$ cat src/rtl/base_ram_arbiter_if.sv
// base_ram_arbiter_if: request/ack and SRAM pin bundle shared by the BaseRAM arbiter and its clients
// slave  : arbiter side (takes IF/MEM requests and sram_dq_i, drives acks, rdata, SRAM controls, busy)
// master : client/top-level side (drives requests and sram_dq_i, observes everything else)
interface base_ram_arbiter_if;
  logic        if_req;
  logic [19:0] if_addr;
  logic        if_ack;
  logic [31:0] if_rdata;
  logic        mem_req;
  logic        mem_we;
  logic [3:0]  mem_be;
  logic [19:0] mem_addr;
  logic [31:0] mem_wdata;
  logic        mem_ack;
  logic [31:0] mem_rdata;
  logic [19:0] sram_addr;
  logic [3:0]  sram_be_n;
  logic        sram_ce_n;
  logic        sram_oe_n;
  logic        sram_we_n;
  logic [31:0] sram_dq_o;
  logic        sram_dq_oe;
  logic [31:0] sram_dq_i;
  logic        busy;
  modport slave (
    input  if_req, if_addr, mem_req, mem_we, mem_be, mem_addr, mem_wdata, sram_dq_i,
    output if_ack, if_rdata, mem_ack, mem_rdata, sram_addr, sram_be_n, sram_ce_n,
           sram_oe_n, sram_we_n, sram_dq_o, sram_dq_oe, busy
  );
  modport master (
    output if_req, if_addr, mem_req, mem_we, mem_be, mem_addr, mem_wdata, sram_dq_i,
    input  if_ack, if_rdata, mem_ack, mem_rdata, sram_addr, sram_be_n, sram_ce_n,
           sram_oe_n, sram_we_n, sram_dq_o, sram_dq_oe, busy
  );
endinterface

$ cat src/rtl/base_ram_arbiter.sv
// base_ram_arbiter: fixed-priority (MEM over IF) sequencer for the single BaseRAM SRAM port
// clk, rst : system clock, synchronous active-high reset
// bus      : slave side of base_ram_arbiter_if (IF/MEM req/ack/rdata, SRAM controls and data, busy)
module base_ram_arbiter #(
  parameter int READ_CYCLES = 2,
  parameter int WE_CYCLES   = 1
) (
  input logic               clk,
  input logic               rst,
  base_ram_arbiter_if.slave bus
);
  localparam int MAXC = READ_CYCLES > WE_CYCLES ? READ_CYCLES : WE_CYCLES;
  localparam int CW   = MAXC > 1 ? $clog2(MAXC) : 1;
  typedef enum logic [2:0] {IDLE, READ, WR_SETUP, WR_PULSE, WR_HOLD, ACK} state_t;
  state_t        state_q, state_d;
  logic [CW-1:0] cnt_q, cnt_d;
  logic          sel_mem_q, sel_mem_d;
  logic [19:0]   addr_q, addr_d;
  logic [3:0]    be_q, be_d;
  logic [31:0]   wdata_q, wdata_d;
  logic [31:0]   if_rdata_q, if_rdata_d;
  logic [31:0]   mem_rdata_q, mem_rdata_d;
  logic          ce_n_q, ce_n_d;
  logic          oe_n_q, oe_n_d;
  logic          we_n_q, we_n_d;
  logic [3:0]    be_n_q, be_n_d;
  logic          dq_oe_q, dq_oe_d;
  logic          if_ack_q, if_ack_d;
  logic          mem_ack_q, mem_ack_d;
  logic          wr_d;
  always_comb begin
    state_d     = state_q;
    cnt_d       = cnt_q;
    sel_mem_d   = sel_mem_q;
    addr_d      = addr_q;
    be_d        = be_q;
    wdata_d     = wdata_q;
    if_rdata_d  = if_rdata_q;
    mem_rdata_d = mem_rdata_q;
    case (state_q)
      IDLE:
        if (bus.mem_req) begin
          sel_mem_d = 1'b1;
          addr_d    = bus.mem_addr;
          be_d      = bus.mem_be;
          wdata_d   = bus.mem_wdata;
          cnt_d     = '0;
          state_d   = !bus.mem_we ? READ : (bus.mem_be == 4'h0 ? ACK : WR_SETUP);
        end else if (bus.if_req) begin
          sel_mem_d = 1'b0;
          addr_d    = bus.if_addr;
          cnt_d     = '0;
          state_d   = READ;
        end
      READ:
        if (cnt_q == CW'(READ_CYCLES - 1)) begin
          state_d = ACK;
          if (sel_mem_q) mem_rdata_d = bus.sram_dq_i;
          else if_rdata_d = bus.sram_dq_i;
        end else cnt_d = cnt_q + 1'b1;
      WR_SETUP: begin
        state_d = WR_PULSE;
        cnt_d   = '0;
      end
      WR_PULSE:
        if (cnt_q == CW'(WE_CYCLES - 1)) state_d = WR_HOLD;
        else cnt_d = cnt_q + 1'b1;
      WR_HOLD: state_d = ACK;
      default: state_d = IDLE;
    endcase
    // SRAM pins are registered, so they are decoded from the state being entered
    wr_d      = state_d inside {WR_SETUP, WR_PULSE, WR_HOLD};
    ce_n_d    = !(wr_d || state_d == READ);
    oe_n_d    = state_d != READ;
    we_n_d    = state_d != WR_PULSE;
    dq_oe_d   = wr_d;
    be_n_d    = state_d == READ ? 4'h0 : (wr_d ? ~be_d : 4'hF);
    if_ack_d  = state_d == ACK && !sel_mem_d;
    mem_ack_d = state_d == ACK && sel_mem_d;
  end
  always_ff @(posedge clk) begin
    if (rst) begin
      state_q     <= IDLE;
      cnt_q       <= '0;
      sel_mem_q   <= 1'b0;
      addr_q      <= '0;
      be_q        <= '0;
      wdata_q     <= '0;
      if_rdata_q  <= '0;
      mem_rdata_q <= '0;
      ce_n_q      <= 1'b1;
      oe_n_q      <= 1'b1;
      we_n_q      <= 1'b1;
      be_n_q      <= 4'hF;
      dq_oe_q     <= 1'b0;
      if_ack_q    <= 1'b0;
      mem_ack_q   <= 1'b0;
    end else begin
      state_q     <= state_d;
      cnt_q       <= cnt_d;
      sel_mem_q   <= sel_mem_d;
      addr_q      <= addr_d;
      be_q        <= be_d;
      wdata_q     <= wdata_d;
      if_rdata_q  <= if_rdata_d;
      mem_rdata_q <= mem_rdata_d;
      ce_n_q      <= ce_n_d;
      oe_n_q      <= oe_n_d;
      we_n_q      <= we_n_d;
      be_n_q      <= be_n_d;
      dq_oe_q     <= dq_oe_d;
      if_ack_q    <= if_ack_d;
      mem_ack_q   <= mem_ack_d;
    end
  end
  assign bus.if_ack     = if_ack_q;
  assign bus.if_rdata   = if_rdata_q;
  assign bus.mem_ack    = mem_ack_q;
  assign bus.mem_rdata  = mem_rdata_q;
  assign bus.sram_addr  = addr_q;
  assign bus.sram_be_n  = be_n_q;
  assign bus.sram_ce_n  = ce_n_q;
  assign bus.sram_oe_n  = oe_n_q;
  assign bus.sram_we_n  = we_n_q;
  assign bus.sram_dq_o  = wdata_q;
  assign bus.sram_dq_oe = dq_oe_q;
  assign bus.busy       = state_q != IDLE;
endmodule

$ cat src/flat_wrapper.sv
// flat-port wrapper written by rule: the top's interface ports become plain ports
module base_ram_arbiter_flat 
#(
  parameter int READ_CYCLES = 2,
  parameter int WE_CYCLES   = 1
)
  (clk, rst, bus_if_req, bus_if_addr, bus_mem_req, bus_mem_we, bus_mem_be, bus_mem_addr, bus_mem_wdata, bus_sram_dq_i, bus_if_ack, bus_if_rdata, bus_mem_ack, bus_mem_rdata, bus_sram_addr, bus_sram_be_n, bus_sram_ce_n, bus_sram_oe_n, bus_sram_we_n, bus_sram_dq_o, bus_sram_dq_oe, bus_busy);
  base_ram_arbiter_if bus_i ();
  input logic clk;
  input logic rst;
  input wire logic [$bits(bus_i.if_req)-1:0] bus_if_req;
  input wire logic [$bits(bus_i.if_addr)-1:0] bus_if_addr;
  input wire logic [$bits(bus_i.mem_req)-1:0] bus_mem_req;
  input wire logic [$bits(bus_i.mem_we)-1:0] bus_mem_we;
  input wire logic [$bits(bus_i.mem_be)-1:0] bus_mem_be;
  input wire logic [$bits(bus_i.mem_addr)-1:0] bus_mem_addr;
  input wire logic [$bits(bus_i.mem_wdata)-1:0] bus_mem_wdata;
  input wire logic [$bits(bus_i.sram_dq_i)-1:0] bus_sram_dq_i;
  output wire logic [$bits(bus_i.if_ack)-1:0] bus_if_ack;
  output wire logic [$bits(bus_i.if_rdata)-1:0] bus_if_rdata;
  output wire logic [$bits(bus_i.mem_ack)-1:0] bus_mem_ack;
  output wire logic [$bits(bus_i.mem_rdata)-1:0] bus_mem_rdata;
  output wire logic [$bits(bus_i.sram_addr)-1:0] bus_sram_addr;
  output wire logic [$bits(bus_i.sram_be_n)-1:0] bus_sram_be_n;
  output wire logic [$bits(bus_i.sram_ce_n)-1:0] bus_sram_ce_n;
  output wire logic [$bits(bus_i.sram_oe_n)-1:0] bus_sram_oe_n;
  output wire logic [$bits(bus_i.sram_we_n)-1:0] bus_sram_we_n;
  output wire logic [$bits(bus_i.sram_dq_o)-1:0] bus_sram_dq_o;
  output wire logic [$bits(bus_i.sram_dq_oe)-1:0] bus_sram_dq_oe;
  output wire logic [$bits(bus_i.busy)-1:0] bus_busy;
  assign bus_i.if_req = bus_if_req;
  assign bus_i.if_addr = bus_if_addr;
  assign bus_i.mem_req = bus_mem_req;
  assign bus_i.mem_we = bus_mem_we;
  assign bus_i.mem_be = bus_mem_be;
  assign bus_i.mem_addr = bus_mem_addr;
  assign bus_i.mem_wdata = bus_mem_wdata;
  assign bus_i.sram_dq_i = bus_sram_dq_i;
  assign bus_if_ack = bus_i.if_ack;
  assign bus_if_rdata = bus_i.if_rdata;
  assign bus_mem_ack = bus_i.mem_ack;
  assign bus_mem_rdata = bus_i.mem_rdata;
  assign bus_sram_addr = bus_i.sram_addr;
  assign bus_sram_be_n = bus_i.sram_be_n;
  assign bus_sram_ce_n = bus_i.sram_ce_n;
  assign bus_sram_oe_n = bus_i.sram_oe_n;
  assign bus_sram_we_n = bus_i.sram_we_n;
  assign bus_sram_dq_o = bus_i.sram_dq_o;
  assign bus_sram_dq_oe = bus_i.sram_dq_oe;
  assign bus_busy = bus_i.busy;
  base_ram_arbiter #(.READ_CYCLES(READ_CYCLES), .WE_CYCLES(WE_CYCLES)) u_core (.clk(clk), .rst(rst), .bus(bus_i));
endmodule
$ cat config.mk
export PLATFORM = sky130hd
export DESIGN_NAME = base_ram_arbiter_flat
export DESIGN_NICKNAME = d
export VERILOG_FILES = /design/src/rtl/base_ram_arbiter_if.sv /design/src/rtl/base_ram_arbiter.sv /design/src/flat_wrapper.sv
export SDC_FILE = /design/constraint.sdc
export NUM_CORES = 1
export LEC_CHECK = 0
export CAP_MARGIN = 10
export CORE_MARGIN = 2
export CORE_UTILIZATION = 60
export CTS_BUF_LIST = sky130_fd_sc_hd__clkbuf_2
export CTS_CLUSTER_SIZE = 14
export DETAILED_ROUTE_END_ITERATION = 16
export DONT_BUFFER_PORTS = 1
export PLACE_DENSITY = 0.85
export SLEW_MARGIN = 20
export SYNTH_ARGS = -nofsm -noshare
export SYNTH_HDL_FRONTEND = slang
export SYNTH_SLANG_ARGS = --single-unit
$ cat constraint.sdc
create_clock -name clk -period 4 [get_ports clk]
set_clock_uncertainty 0.2 [all_clocks]
set_input_delay 0.8 -clock clk [delete_from_list [all_inputs] [get_ports clk]]
set_output_delay 0.8 -clock clk [all_outputs]
set_load 0.02 [all_outputs]
==> impl_metrics.tcl <==
set metrics [dict create \
    run_status "finished clean" \
    critical_path.reg2reg.startpoint "u_core.state_q[0]" \
    dp_hpwl_um 7860 \
    cts.clk_slew.worst_paths_ns 0.20 \
    post_cts.repair.setup_buffers 0 \
    worstHoldStart "bus_sram_dq_i[20]" \
    core-area_um2 8130 \
    worst_setup_startpoint "u_core.state_q[0]" \
    drc 0 \
    drt_pass1_iterations 6 \
    critical_path_peak_fanout 32 \
    global_route.overflow_total 0 \
    timing.max_cap.violations 0 \
    gp_congestion 0.784 \
    start_kind "flip-flop" \
    irDropWorstVdd_uv 359 \
    timing.max_slew.rel_slack_pct 31.6 \
    finalSetupTns_ns 0 \
    dp_slack_ns 1.60 \
    clk_latency_ns 0.62 \
    power_leakage_uw 0.00206 \
    num_rows 33 \
    place_area_um2 4920 \
    finish.net_count 732 \
    synth.net_count 705 \
    synth_enable_flop_cells 0 \
    finalHoldWorstSlack_ns 0.0767 \
    grtUsageTotal_pct 25.1 \
    period_share_pct 66.8 \
    chipWidth_um 95.0 \
    final-max-slew-violation-count 0 \
    stdcell_area_um2 5700 \
    clk_sinks 135 \
    final-setup-viol-count 0 \
    routed-via-count 4258 \
    period_needed_ns 2.67 \
    critPathSlowestCell "nand2_1" \
    detailed_route_wl_um 12600 \
    postLayoutSetupSlackWorst_ns 1.33 \
    max_clock_freq_mhz 375 \
    worst-endpoint-arrival_ns 3.07 \
    maximum_single_stage_delay_on_the_critical_path_ns 0.77 \
    area_growth_syn_to_layout_pct 14.7 \
    worstPathCellList "nor3_4 > nand2_1 > nand2_1 > a21oi_1 > dlygate4sd3_1" \
    i_o_pin_count 240 \
    async_reset_ff_share_pct 0 \
    tritoncts "built" \
    power.density_nw_per_um2 614 \
    worstHoldPathType "input pin to flip-flop" \
    synth-seq-cells 135 \
    cts_buffers 17 \
    antenna_cells 0 \
    worst_slew_pin_slew_ns 1.02 \
    syn_avg_cell_area_um2 8.40 \
    antenna_found_initial 0 \
    syn-instance-count 592 \
    synthesis.yosys.warnings 0 \
    crit_path_end_kind "flip-flop" \
    syn-cell-area_um2 4970 \
    cp.required_ns 4.40 \
    viasPerCell 5.78 \
    critical_path_class "flip-flop to flip-flop" \
    n_fill_cell 596 \
    layout.core_utilization_pct 70.1 \
    clock-root-buffer "clkbuf_2" \
    hold_violations 0 \
    io_buffers 0 \
    synth_cell_type_count 34 \
    wire_length_of_the_first_global_routing_pass_um 17400 \
    h-tree-depth 4 \
    ant_nets 0 \
    seq_area_frac_synth_pct 54.3 \
    wire_per_inst_um 17.1 \
    final_layout_size_suffix_gt1_share_pct 7.75 \
    die_area_um2 9030 \
    ctsLongestPathBuffers 2 \
    synth-main-ff-cell "dfxtp_1" \
    first_global_vias 3706 \
    die_h_um 95.0 \
    drt_iter0_drc 155 \
    grt_setup_unrepaired "false" \
    path_common_cell "nand2_1" \
    initial_core_util_pct 61.1 \
    pin_count_of_the_biggest_net_entering_global_routing 125 \
]
[sequential cells by signal (all words and copies together), names as in the netlist]
name / cells
u_core.bus.sram_dq_o: 32
u_core.sel_mem_q: 1
u_core.bus.sram_addr: 20
u_core.state_q: 3
u_core.be_q: 4
u_core.cnt_q: 1
u_core.bus.mem_rdata: 32
u_core.bus.mem_ack: 1
u_core.bus.sram_we_n: 1
u_core.bus.if_rdata: 32
u_core.bus.sram_dq_oe: 1
u_core.bus.if_ack: 1
u_core.bus.sram_ce_n: 1
u_core.bus.sram_be_n: 4
u_core.bus.sram_oe_n: 1
[worst paths after layout]
path / endpoint / cells after the start / slack [ns]
worst min register to register: u_core.be_q[2] / 2 / 0.34
worst max-delay path: u_core.bus.sram_dq_o[10] / 5 / 1.33
worst min-delay path: u_core.bus.if_rdata[20] / 2 / 0.08
worst max register to register: u_core.bus.sram_dq_o[10] / 5 / 1.33
[layout by cell type (no fill, tap or decap), types with 2 or more instances in the layout]
cell type        n
bufinv_16        3
inv_2            2
a211oi_1        20
clkinv_2         2
inv_6            3
nor2_1          31
clkbuf_2        19
nand2_1        199
nor3_1           5
o21ai_0          3
mux2i_1         24
a21oi_1        104
buf_4            4
clkinv_4         3
dlygate4sd3_1   49
dfxtp_1        135
nand2b_1         2
or3_1            2
[synthesized netlist by cell type, types with 3 or more instances]
cell type | instances | share of area (%)
a21oi_1 | 104 | 10
o21ai_0 | 3 | 0.30
mux2i_1 | 24 | 4.8
buf_4 | 6 | 0.91
dfxtp_1 | 135 | 54
clkbuf_1 | 26 | 2.0
nor2_1 | 31 | 2.3
nand2_1 | 199 | 15
nor3_1 | 5 | 0.50
buf_2 | 12 | 1.2
a211oi_1 | 20 | 3.0
[power by group]
group / switching (uW) / internal (uW)
Clock: 510 / 365
Sequential: 402 / 1560
Combinational: 411 / 255
Total: 1320 / 2180
[worst max-delay path, delay by kind of cell (launching register included)]
kind                   cells  cell delay (ns)
flip-flops                 1             0.75
buffers and inverters      1             0.56
AO/OA/AOI/OAI              1             0.17
AND/OR/NAND/NOR            3             0.97
[through the flow]
| step | power [uW] | cells |
|---|---|---|
| 3_5_place_dp | 2580 | 655 |
| 3_3_place_gp | 2540 | 655 |
| 4_1_cts | 3500 | 718 |
| 5_1_grt | 3680 | 737 |
| 6_report | 3500 | 737 |
| 2_1_floorplan | 2500 | 592 |
[cells by family after synthesis]
family / count (synthesis) / share of synthesized area, %
muxes: 24 / 4.83
DFF: 135 / 54.3
and+or+nand+nor: 251 / 20.6
buffers and inverters: 48 / 4.68
AOI/OAI and AO/OA: 133 / 15.3
xor gates and xnor gates: 1 / 0.176
[per-layer routing]
layer / GRT usage, % / share of wire (%)
met3: 10.0 / 11
met5: 0 / 0
met1: 26.1 / 34
met4: 12.9 / 2.6
met2: 43.7 / 53
[final cells by class]
class	count	area, um^2	area share, %
multi-input combinational	409	2050	35.9
clock inverter	13	171	3.01
clock buffer	19	95.1	1.67
inverter	2	7.51	0.132
timing repair buffer	54	548	9.61
tap	105	131	2.30
sequential	135	2700	47.4
[timing repair]
item,in CTS,in global routing
hold buffers,31,19
hold endpoints to repair,124,21
gates resized for setup,0,0
endpoints found under the setup margin,0,0
Power figures use the tool's default switching activity.
